### src/rtl/fifo_pop_arbiter.sv
// Round-robin pop scheduler: grants one non-empty fifo at a time for up to BURST pops.
// Optional macro ARB_WORK_CONSERVING_EN: re-search on release so no IDLE cycle is spent between grants.
module fifo_pop_arbiter #(
    parameter int unsigned NUM_FIFOS = 4,
    parameter int unsigned BURST     = 2,
    localparam int unsigned IDX_W    = $clog2(NUM_FIFOS)
) (
    input  logic                 clk,
    input  logic                 rst,
    input  logic [NUM_FIFOS-1:0] empty,
    input  logic                 ready,
    output logic [NUM_FIFOS-1:0] pop,
    output logic [IDX_W-1:0]     sel,
    output logic                 vld,
    output logic                 busy
);

    localparam int unsigned CNT_W = $clog2(BURST + 1);

    typedef enum logic {IDLE, SERVE} state_t;

    state_t            state_q, state_d;
    logic [IDX_W-1:0]  rr_q, rr_d;
    logic [IDX_W-1:0]  cur_q, cur_d;
    logic [CNT_W-1:0]  cnt_q, cnt_d;
    logic              pop_ok;
    logic [IDX_W:0]    srch_idle;
    logic [IDX_W-1:0]  rel_ptr;

    // First non-empty fifo at or after start, wrapping; MSB of result flags a hit.
    function automatic logic [IDX_W:0] search(input logic [IDX_W-1:0] start,
                                              input logic [NUM_FIFOS-1:0] emp);
        logic             found;
        logic [IDX_W-1:0] pick;
        int unsigned      idx;
        found = 1'b0;
        pick  = '0;
        for (int unsigned k = 0; k < NUM_FIFOS; k++) begin
            idx = 32'(start) + k;
            if (idx >= NUM_FIFOS) idx = idx - NUM_FIFOS;
            if (!found && !emp[IDX_W'(idx)]) begin
                found = 1'b1;
                pick  = IDX_W'(idx);
            end
        end
        return {found, pick};
    endfunction

    always_ff @(posedge clk or posedge rst) begin
        if (rst) begin
            state_q <= IDLE;
            rr_q    <= '0;
            cur_q   <= '0;
            cnt_q   <= '0;
        end else begin
            state_q <= state_d;
            rr_q    <= rr_d;
            cur_q   <= cur_d;
            cnt_q   <= cnt_d;
        end
    end

    assign pop_ok    = (state_q == SERVE) && ready && !empty[cur_q];
    assign srch_idle = search(rr_q, empty);
    assign rel_ptr   = (cur_q == IDX_W'(NUM_FIFOS - 1)) ? '0 : cur_q + IDX_W'(1);

`ifdef ARB_WORK_CONSERVING_EN
    logic [IDX_W:0] srch_rel;
    assign srch_rel = search(rel_ptr, empty);
`endif

    // Next-state: grant from IDLE, count pops in SERVE, release on burst end or drain.
    always_comb begin
        logic release_now;
        state_d     = state_q;
        rr_d        = rr_q;
        cur_d       = cur_q;
        cnt_d       = cnt_q;
        release_now = 1'b0;
        case (state_q)
            IDLE: begin
                if (srch_idle[IDX_W]) begin
                    cur_d   = srch_idle[IDX_W-1:0];
                    cnt_d   = '0;
                    state_d = SERVE;
                end
            end
            SERVE: begin
                if (pop_ok) begin
                    if (cnt_q == CNT_W'(BURST - 1)) release_now = 1'b1;
                    else                             cnt_d = cnt_q + CNT_W'(1);
                end else if (empty[cur_q]) begin
                    release_now = 1'b1;
                end
            end
            default: state_d = IDLE;
        endcase
        if (release_now) begin
            rr_d    = rel_ptr;
            cnt_d   = '0;
            state_d = IDLE;
`ifdef ARB_WORK_CONSERVING_EN
            if (srch_rel[IDX_W]) begin
                cur_d   = srch_rel[IDX_W-1:0];
                state_d = SERVE;
            end
`endif
        end
    end

    // Outputs follow registered state directly so a reset clears pop immediately.
    always_comb begin
        pop         = '0;
        pop[cur_q]  = pop_ok;
    end

    assign vld  = pop_ok;
    assign sel  = cur_q;
    assign busy = (state_q == SERVE);

endmodule

### config.mk
export PLATFORM = sky130hd
export DESIGN_NAME = fifo_pop_arbiter
export DESIGN_NICKNAME = d
export VERILOG_FILES = /design/src/rtl/fifo_pop_arbiter.sv
export SDC_FILE = /design/constraint.sdc
export NUM_CORES = 1
export LEC_CHECK = 0
export ABC_AREA = 1
export BUFFER_PORTS_ARGS = -buffer_cell sky130_fd_sc_hd__buf_2
export CAP_MARGIN = 15
export CORE_MARGIN = 4
export CORE_UTILIZATION = 50
export CTS_CLUSTER_DIAMETER = 30
export DETAILED_ROUTE_END_ITERATION = 7
export PLACE_DENSITY = 0.73
export SYNTH_ARGS = -nofsm -noshare
export SYNTH_HDL_FRONTEND = slang
export SYNTH_SLANG_ARGS = --single-unit
### constraint.sdc
create_clock -name clk -period 1.74 [get_ports clk]
set_input_delay 0.348 -clock clk [delete_from_list [all_inputs] [get_ports clk]]
set_output_delay 0.348 -clock clk [all_outputs]
set_load 0.05 [all_outputs]
# Word level (Yosys, flattened, before mapping)
# Cells that the tools add are included.
# classes
addsub,9
n_bitwise,2
eq_ne,5
mux,37
reduce_logical,14
order_cmp,10
# ops
cell,count
$mux W2,13
$mux W1,17
$lt A2 B3 Y1 const B,5
$bmux W1 S2,5
$ge A3 B3 Y1 const B,3
$sub A2 B1 Y2 const B,4
$add A2 B2 Y3 const B,2
$logic_and A1 B1 Y1,6
$logic_not A1 Y1,6
$ne A3 B2 Y1 const B,2
$add A2 B1 Y2 const B,2
$and A4 B4 Y4,1
$pmux W2 S2,1
$add A2 B1 Y3 const B,1
$ge A2 B3 Y1 const B,1
$ne A3 B3 Y1 const B,1
$reduce_and A3 Y1,1
$demux W1 S2,1
$eq A2 B1 Y1 const B,1
$eq A2 B2 Y1 const B,1
$ge A2 B1 Y1 const B,1
$reduce_and A2 Y1,1
$not A1 Y1,1
# totals
output_inout_bits,8
ff_bits,7
elab_cells,81

# Depth between registers and ports, before layout
# Gate-level depths: netlist of run 1.
# depth
ltp_word,17
depth_mapped,11

# Worst setup path after synthesis of run 1
# No wires, ideal clock.
# synth_path
path_type,register to output
startpoint,"register cur_q[0], in the netlist sel[0]"
endpoint,output pop[0]
slack_ns,-0.972
required_ns,1.392
t_arrival_ns,2.364
path_stages_with_launch,9
path_cell_list,dfrtp_1 > inv_2 > nand2_1 > nand3_1 > nand2_1 > inv_2 > nor2_2 > inv_2 > nor2_1
# synth_via
elab_chain_len,5
word_cells_on_any_way,10
classes_between,order compare: 2; mux: 4; bitwise: 1; reduce/logical: 3
# synth_lines
element,line_no,text
from (decl),24,"logic [IDX_W-1:0] cur_q, cur_d;"
from (signal assigned),58,cur_q <= cur_d;
$bmux W1 S2,63,assign pop_ok = (state_q == SERVE) && ready && !empty[cur_q];
$mux W1 (implied by the code),63,
$logic_not A1 Y1,63,
$logic_and A1 B1 Y1,63,
net vld,14,"output logic vld,"
$and A4 B4 Y4 (no line),-,
to (decl),12,"output logic [NUM_FIFOS-1:0] pop,"
# The timed path passes the listed nets, and every way through them passes these cells. The select of a mux whose other input is x is not followed.

# Final worst setup path of run 1
# layout_path
startpoint,"register cur_q[0], in the netlist sel[0]"
endpoint,output pop[0]
# layout_via
elab_chain_len,5
word_cells_on_any_way,10
classes_between,order compare: 2; mux: 4; bitwise: 1; reduce/logical: 3
# layout_lines
element,line_no,text
"$lt A2 B3 Y1 (implied by the code), or another cell as far along",114,pop[cur_q] = pop_ok;
$logic_and A1 B1 Y1 (implied by the code) or $mux W1 (tied branches),"114, 63",
$mux W1 (implied by the code) or $logic_not A1 Y1 (tied branches),"114, 63",
$demux W1 S2 or $logic_and A1 B1 Y1 (tied branches),"114, 63",
$and A4 B4 Y4 (no line) (*),-,
# Mark *: on every way between the ends. The rest lies on a longest branch, timed or not. The select of a mux whose other input is x is not followed.

==> flow_metrics.tcl, run 1 <==
set metrics [dict create \
    run_status "complete, but fails checks" \
    violations "setup timing" \
    die_x_um 47.36 \
    cap_violations 0 \
    start_util_pct 56.02 \
    yosysWarnings 0 \
    gp_congestion 0.7707 \
    drt_pre_antenna_iters 4 \
    crit_required_ns 1.39 \
    avgRoutedWirePerCell_um 11.75 \
    async_reset_ff_share_pct 100.0 \
    maxSlewViolCount 0 \
    layout_common_cells "31 x nand2_1, 16 x nand2_2, 14 x inv_1" \
    critPathArrivalTime_ns 1.45 \
    slowest_stage "dfrtp_2" \
    skew_ns 0.003674 \
    area_growth_pct 38.29 \
    max_freq_mhz 555.1 \
    yosysUniqueCellTypes 19 \
    viasPerCell 4.957 \
    cts_buffer_depth 2 \
    place_hpwl_um 1337 \
    nets 160 \
    final.min_clock_period_ns 1.802 \
    grt_remaining_overflow 0 \
    grt_pass1_wl_um 2932 \
    diodes 0 \
    nFillCells 100 \
    coreArea_um2 1383 \
    dp.cells 147 \
    grt_pass1_vias 705 \
    clock_latency_ns 0.24 \
    cp_slowest_stage_delay_ns 0.41 \
    p_per_area_nw_per_um2 2084 \
    ys_seq_elements 7 \
    start_kind "register" \
    max-slew-margin-rel_pct 69.75 \
    final_area_um2 1071 \
    post_dp_cell_area_um2 908.4 \
    cts.sinks 7 \
    die_area_um2 2243 \
    end_kind "output pin" \
    crit_type "reg -> out" \
    power_mw 2.232 \
    synth_enable_flop_cells 0 \
    layout_setup_ws_ns -0.06157 \
    antenna_found_initial 0 \
    num_io_pins 15 \
    tightest_slew_ns 0.4537 \
    synth-main-ff-cell "dfrtp_1" \
    cts_buffers 3 \
    route.detailed.drc 0 \
    drt-initial-drc-count 23 \
    rsz0062_at_grt "true" \
    crit_chain "inv_2, nand2_1, nand3_2, nand2_2, inv_2, nor2_4, inv_4, nor2_4, buf_8" \
    crit_family "simple AND/OR/NAND/NOR gates" \
    drive_above_1_share_pct 46.94 \
    hold_class "in -> async" \
    hold_viol_final 0 \
    clk_pin_slew_ns 0.05 \
    drtAntennaViolNets 0 \
    grt_max_degree 11 \
    setup_viol 5 \
    wirelength_um 1903 \
    h-tree-depth 1 \
    layout.cells.non_filler 162 \
    avgSynthCellArea_um2 6.620 \
    holdWs_ns 0.01162 \
    synthesis.instances 117 \
    synth_nets 129 \
    ctsHoldBuffers 0 \
    track_usage_pct 18.68 \
    vdd_drop_max_v 0.001518 \
    pre_cts_slack_ns 0.07343 \
    post-route-period-util_pct 103.5 \
    die_h_um 47.36 \
    rows 13 \
    cts-root-buf "clkbuf_4" \
    utilization_pct 77.47 \
    cts_tree "built" \
    cp_max_fo 5 \
    critPathBufInv 4 \
    synth-seq-area-share_pct 22.62 \
    port_buffers 14 \
    synth_area_um2 774.5 \
    final.setup.tns_ns -0.2451 \
    vias 803 \
    final_common_cell "nand2_1" \
    p_leak_nw 0.5777 \
]
## routing by layer
metal,vias up,part of all wire (%),GRT usage [%]
met5,-,0,0
met4,0,0.89,8.287
met3,2,4.4,2.299
met2,20,48,31.02
met1,357,47,23.96
li1,424,-,-
## registers in the layout (all words and copies together), names as in the netlist
signal  count
cnt_q       2
rr_q        2
sel         2
busy        1
## path summary, 6_finish.rpt
check                          from        to  slack, ns  cells past startpoint
setup / recovery             sel[0]    pop[0]      -0.06                      9
hold / removal                  rst   rr_q[0]       0.01                      2
setup reg to reg            rr_q[0]    sel[1]       0.20                      9
hold reg to reg            cnt_q[1]  cnt_q[1]       0.51                      2
max in group asynchronous       rst      busy       1.51                      2
min in group clk              ready  cnt_q[1]       0.44                      4
## final cells by class
type	count	area, um2	share of cell area [%]
tap	15	18.77	1.752
sequential	7	178.9	16.71
multi-input combinational	87	540.5	50.47
inverter	22	92.59	8.645
clock buffer	4	26.28	2.453
timing repair buffer	27	214.0	19.98
## cells in the mapped netlist, types with 2 or more instances
library cell | n | area share (%)
ha_1 | 5 | 8.1
dfrtp_1 | 7 | 23
nand2_2 | 15 | 12
nand2_1 | 32 | 16
inv_1 | 16 | 7.8
inv_2 | 5 | 2.4
nand3_1 | 12 | 7.8
o21ai_1 | 2 | 1.3
nand2_4 | 3 | 4.4
nand4_1 | 5 | 4.0
nor2_1 | 5 | 2.4
a21oi_1 | 3 | 1.9
## logic make-up after synthesis
kind of cell | count (synthesis) | synth area share, %
flip-flops | 7 | 22.62
AND/OR/NAND/NOR | 75 | 51.05
adder cells (fa/ha/maj) | 5 | 8.078
AO/OA/AOI/OAI | 7 | 5.170
buffers and inverters | 23 | 13.09
## repair_timing
item / in CTS / in global routing
setup buffers: 5 / 6
gates resized for setup: 13 / 5
setup endpoints to repair: 5 / 5
pin swaps: 3 / 0
## report_power, final
group	switching (mW)	internal, mW
Combinational	1.06	0.646
Sequential	0.138	0.244
Clock	0.0523	0.0870
Total	1.26	0.977
Power figures use the tool's default switching activity.
==> inputs of run 2 (changes only) <==
==> constraint.sdc (replaced) <==
create_clock -name clk -period 1.74 [get_ports clk]
set_input_delay 0.348 -clock clk [delete_from_list [all_inputs] [get_ports clk]]
set_output_delay 0.348 -clock clk [all_outputs]
set_load 0.005 [all_outputs]
==> flow_metrics.tcl, run 2 (same netlist as run 1, synthesis figures left out) <==
set metrics [dict create \
    wirelength_um 1923 \
    grt_pass1_wl_um 3118 \
    h-tree-depth 1 \
    diodes 0 \
    crit_chain "nand2_1, nand3_1, nand2_2, inv_2, nor2_4, inv_2, nor2_1, buf_2" \
    grt_max_degree 11 \
    place_hpwl_um 1494 \
    run_status "complete, but fails checks" \
    end_kind "output pin" \
    start_kind "register" \
    final.min_clock_period_ns 1.761 \
    drt_pre_antenna_iters 4 \
    num_io_pins 15 \
    cts.sinks 7 \
    slowest_stage "dfrtp_2" \
    grt_remaining_overflow 0 \
    cap_violations 0 \
    gp_congestion 0.8318 \
    post-route-period-util_pct 101.2 \
    cp_slowest_stage_delay_ns 0.45 \
    nFillCells 130 \
    avgRoutedWirePerCell_um 12.41 \
    maxSlewViolCount 0 \
    dp.cells 147 \
    start_util_pct 56.02 \
    route.detailed.drc 0 \
    die_area_um2 2243 \
    layout_setup_ws_ns -0.02130 \
    drtAntennaViolNets 0 \
    layout_common_cells "28 x nand2_1, 19 x nand2_2, 15 x inv_1" \
    vias 830 \
    vdd_drop_max_v 0.0009242 \
    coreArea_um2 1383 \
    viasPerCell 5.355 \
    crit_type "reg -> out" \
    p_per_area_nw_per_um2 1929 \
    hold_class "in -> async" \
    drt-initial-drc-count 22 \
    cpMostUsedCell "inv_2" \
    clk_pin_slew_ns 0.06 \
    cts_buffer_depth 2 \
    holdWs_ns 0.01857 \
    cp_max_fo 5 \
    ctsHoldBuffers 0 \
    cts_tree "built" \
    area_growth_pct 22.62 \
    tightest_slew_ns 0.4596 \
    antenna_found_initial 0 \
    rsz0062_at_grt "true" \
    port_buffers 14 \
    clock_latency_ns 0.25 \
    track_usage_pct 19.64 \
    critPathArrivalTime_ns 1.41 \
    cts_buffers 3 \
    layout.cells.non_filler 155 \
    violations "setup timing" \
    max-slew-margin-rel_pct 69.36 \
    hold_viol_final 0 \
    die_h_um 47.36 \
    setup_viol 1 \
    p_leak_nw 0.5384 \
    drive_above_1_share_pct 42.14 \
    grt_pass1_vias 745 \
    nets 153 \
    crit_required_ns 1.39 \
    cts-root-buf "clkbuf_4" \
    final_common_cell "nand2_1" \
    die_x_um 47.36 \
    rows 13 \
    max_freq_mhz 567.8 \
    skew_ns 0.003065 \
]
run 2: critical path: cells and delay by family, from the launching register on:
family | cells | cell delay, ns
flip-flops | 1 | 0.45
buffers and inverters | 3 | 0.23
AND/OR/NAND/NOR | 5 | 0.49
run 2: power breakdown:
part	leakage [nW]	internal (mW)	switching, mW
sequential	0.0841	0.239	0.127
clock	0.0150	0.0877	0.0623
combinational	0.439	0.502	0.814
total	0.538	0.828	1.00
run 2: layout make-up:
| type | count | area [um2] | share of cell area [%] |
|---|---|---|---|
| clock buffer | 4 | 26.28 | 2.767 |
| inverter | 22 | 92.59 | 9.750 |
| multi-input combinational | 87 | 520.5 | 54.81 |
| sequential | 7 | 176.4 | 18.58 |
| tap | 15 | 18.77 | 1.976 |
| timing repair buffer | 20 | 115.1 | 12.12 |
run 2: through the flow:
stage	util, %	area, um2	setup WS (ns)	setup TNS, ns	power (mW)
2_1_floorplan	-	774.5	0.3094	0	1.265
3_3_place_gp	62.71	867.1	0.2067	0	1.517
3_5_place_dp	62.71	867.1	0.1581	0	1.551
4_1_cts	65.61	907.1	0.02146	0	1.736
5_1_grt	68.69	949.7	-0.08543	-0.2965	2.015
6_report	68.69	949.7	-0.02130	-0.02130	1.832
run 2: timing repair:
action                     CTS  global route
setup endpoints to repair    4             4
pin swaps                    0             3
buffers inserted             1             3
gates resized for setup      3             7
run 2: path summary, 6_finish.rpt:
kind / from / to / slack [ns] / cells after the start
max: sel[0] / pop[2] / -0.02 / 8
max reg2reg: rr_q[0] / sel[1] / 0.22 / 9
min: rst / cnt_q[1] / 0.02 / 2
min in group clk: ready / cnt_q[0] / 0.42 / 4
min reg2reg: cnt_q[1] / cnt_q[1] / 0.51 / 2
max in group asynchronous: rst / sel[0] / 1.49 / 2
run 2: layer usage:
metal	global-route usage [%]	part of all wire [%]
met5	0	0
met4	6.630	3.1
met3	3.065	2.5
met2	37.70	56
met1	21.30	38
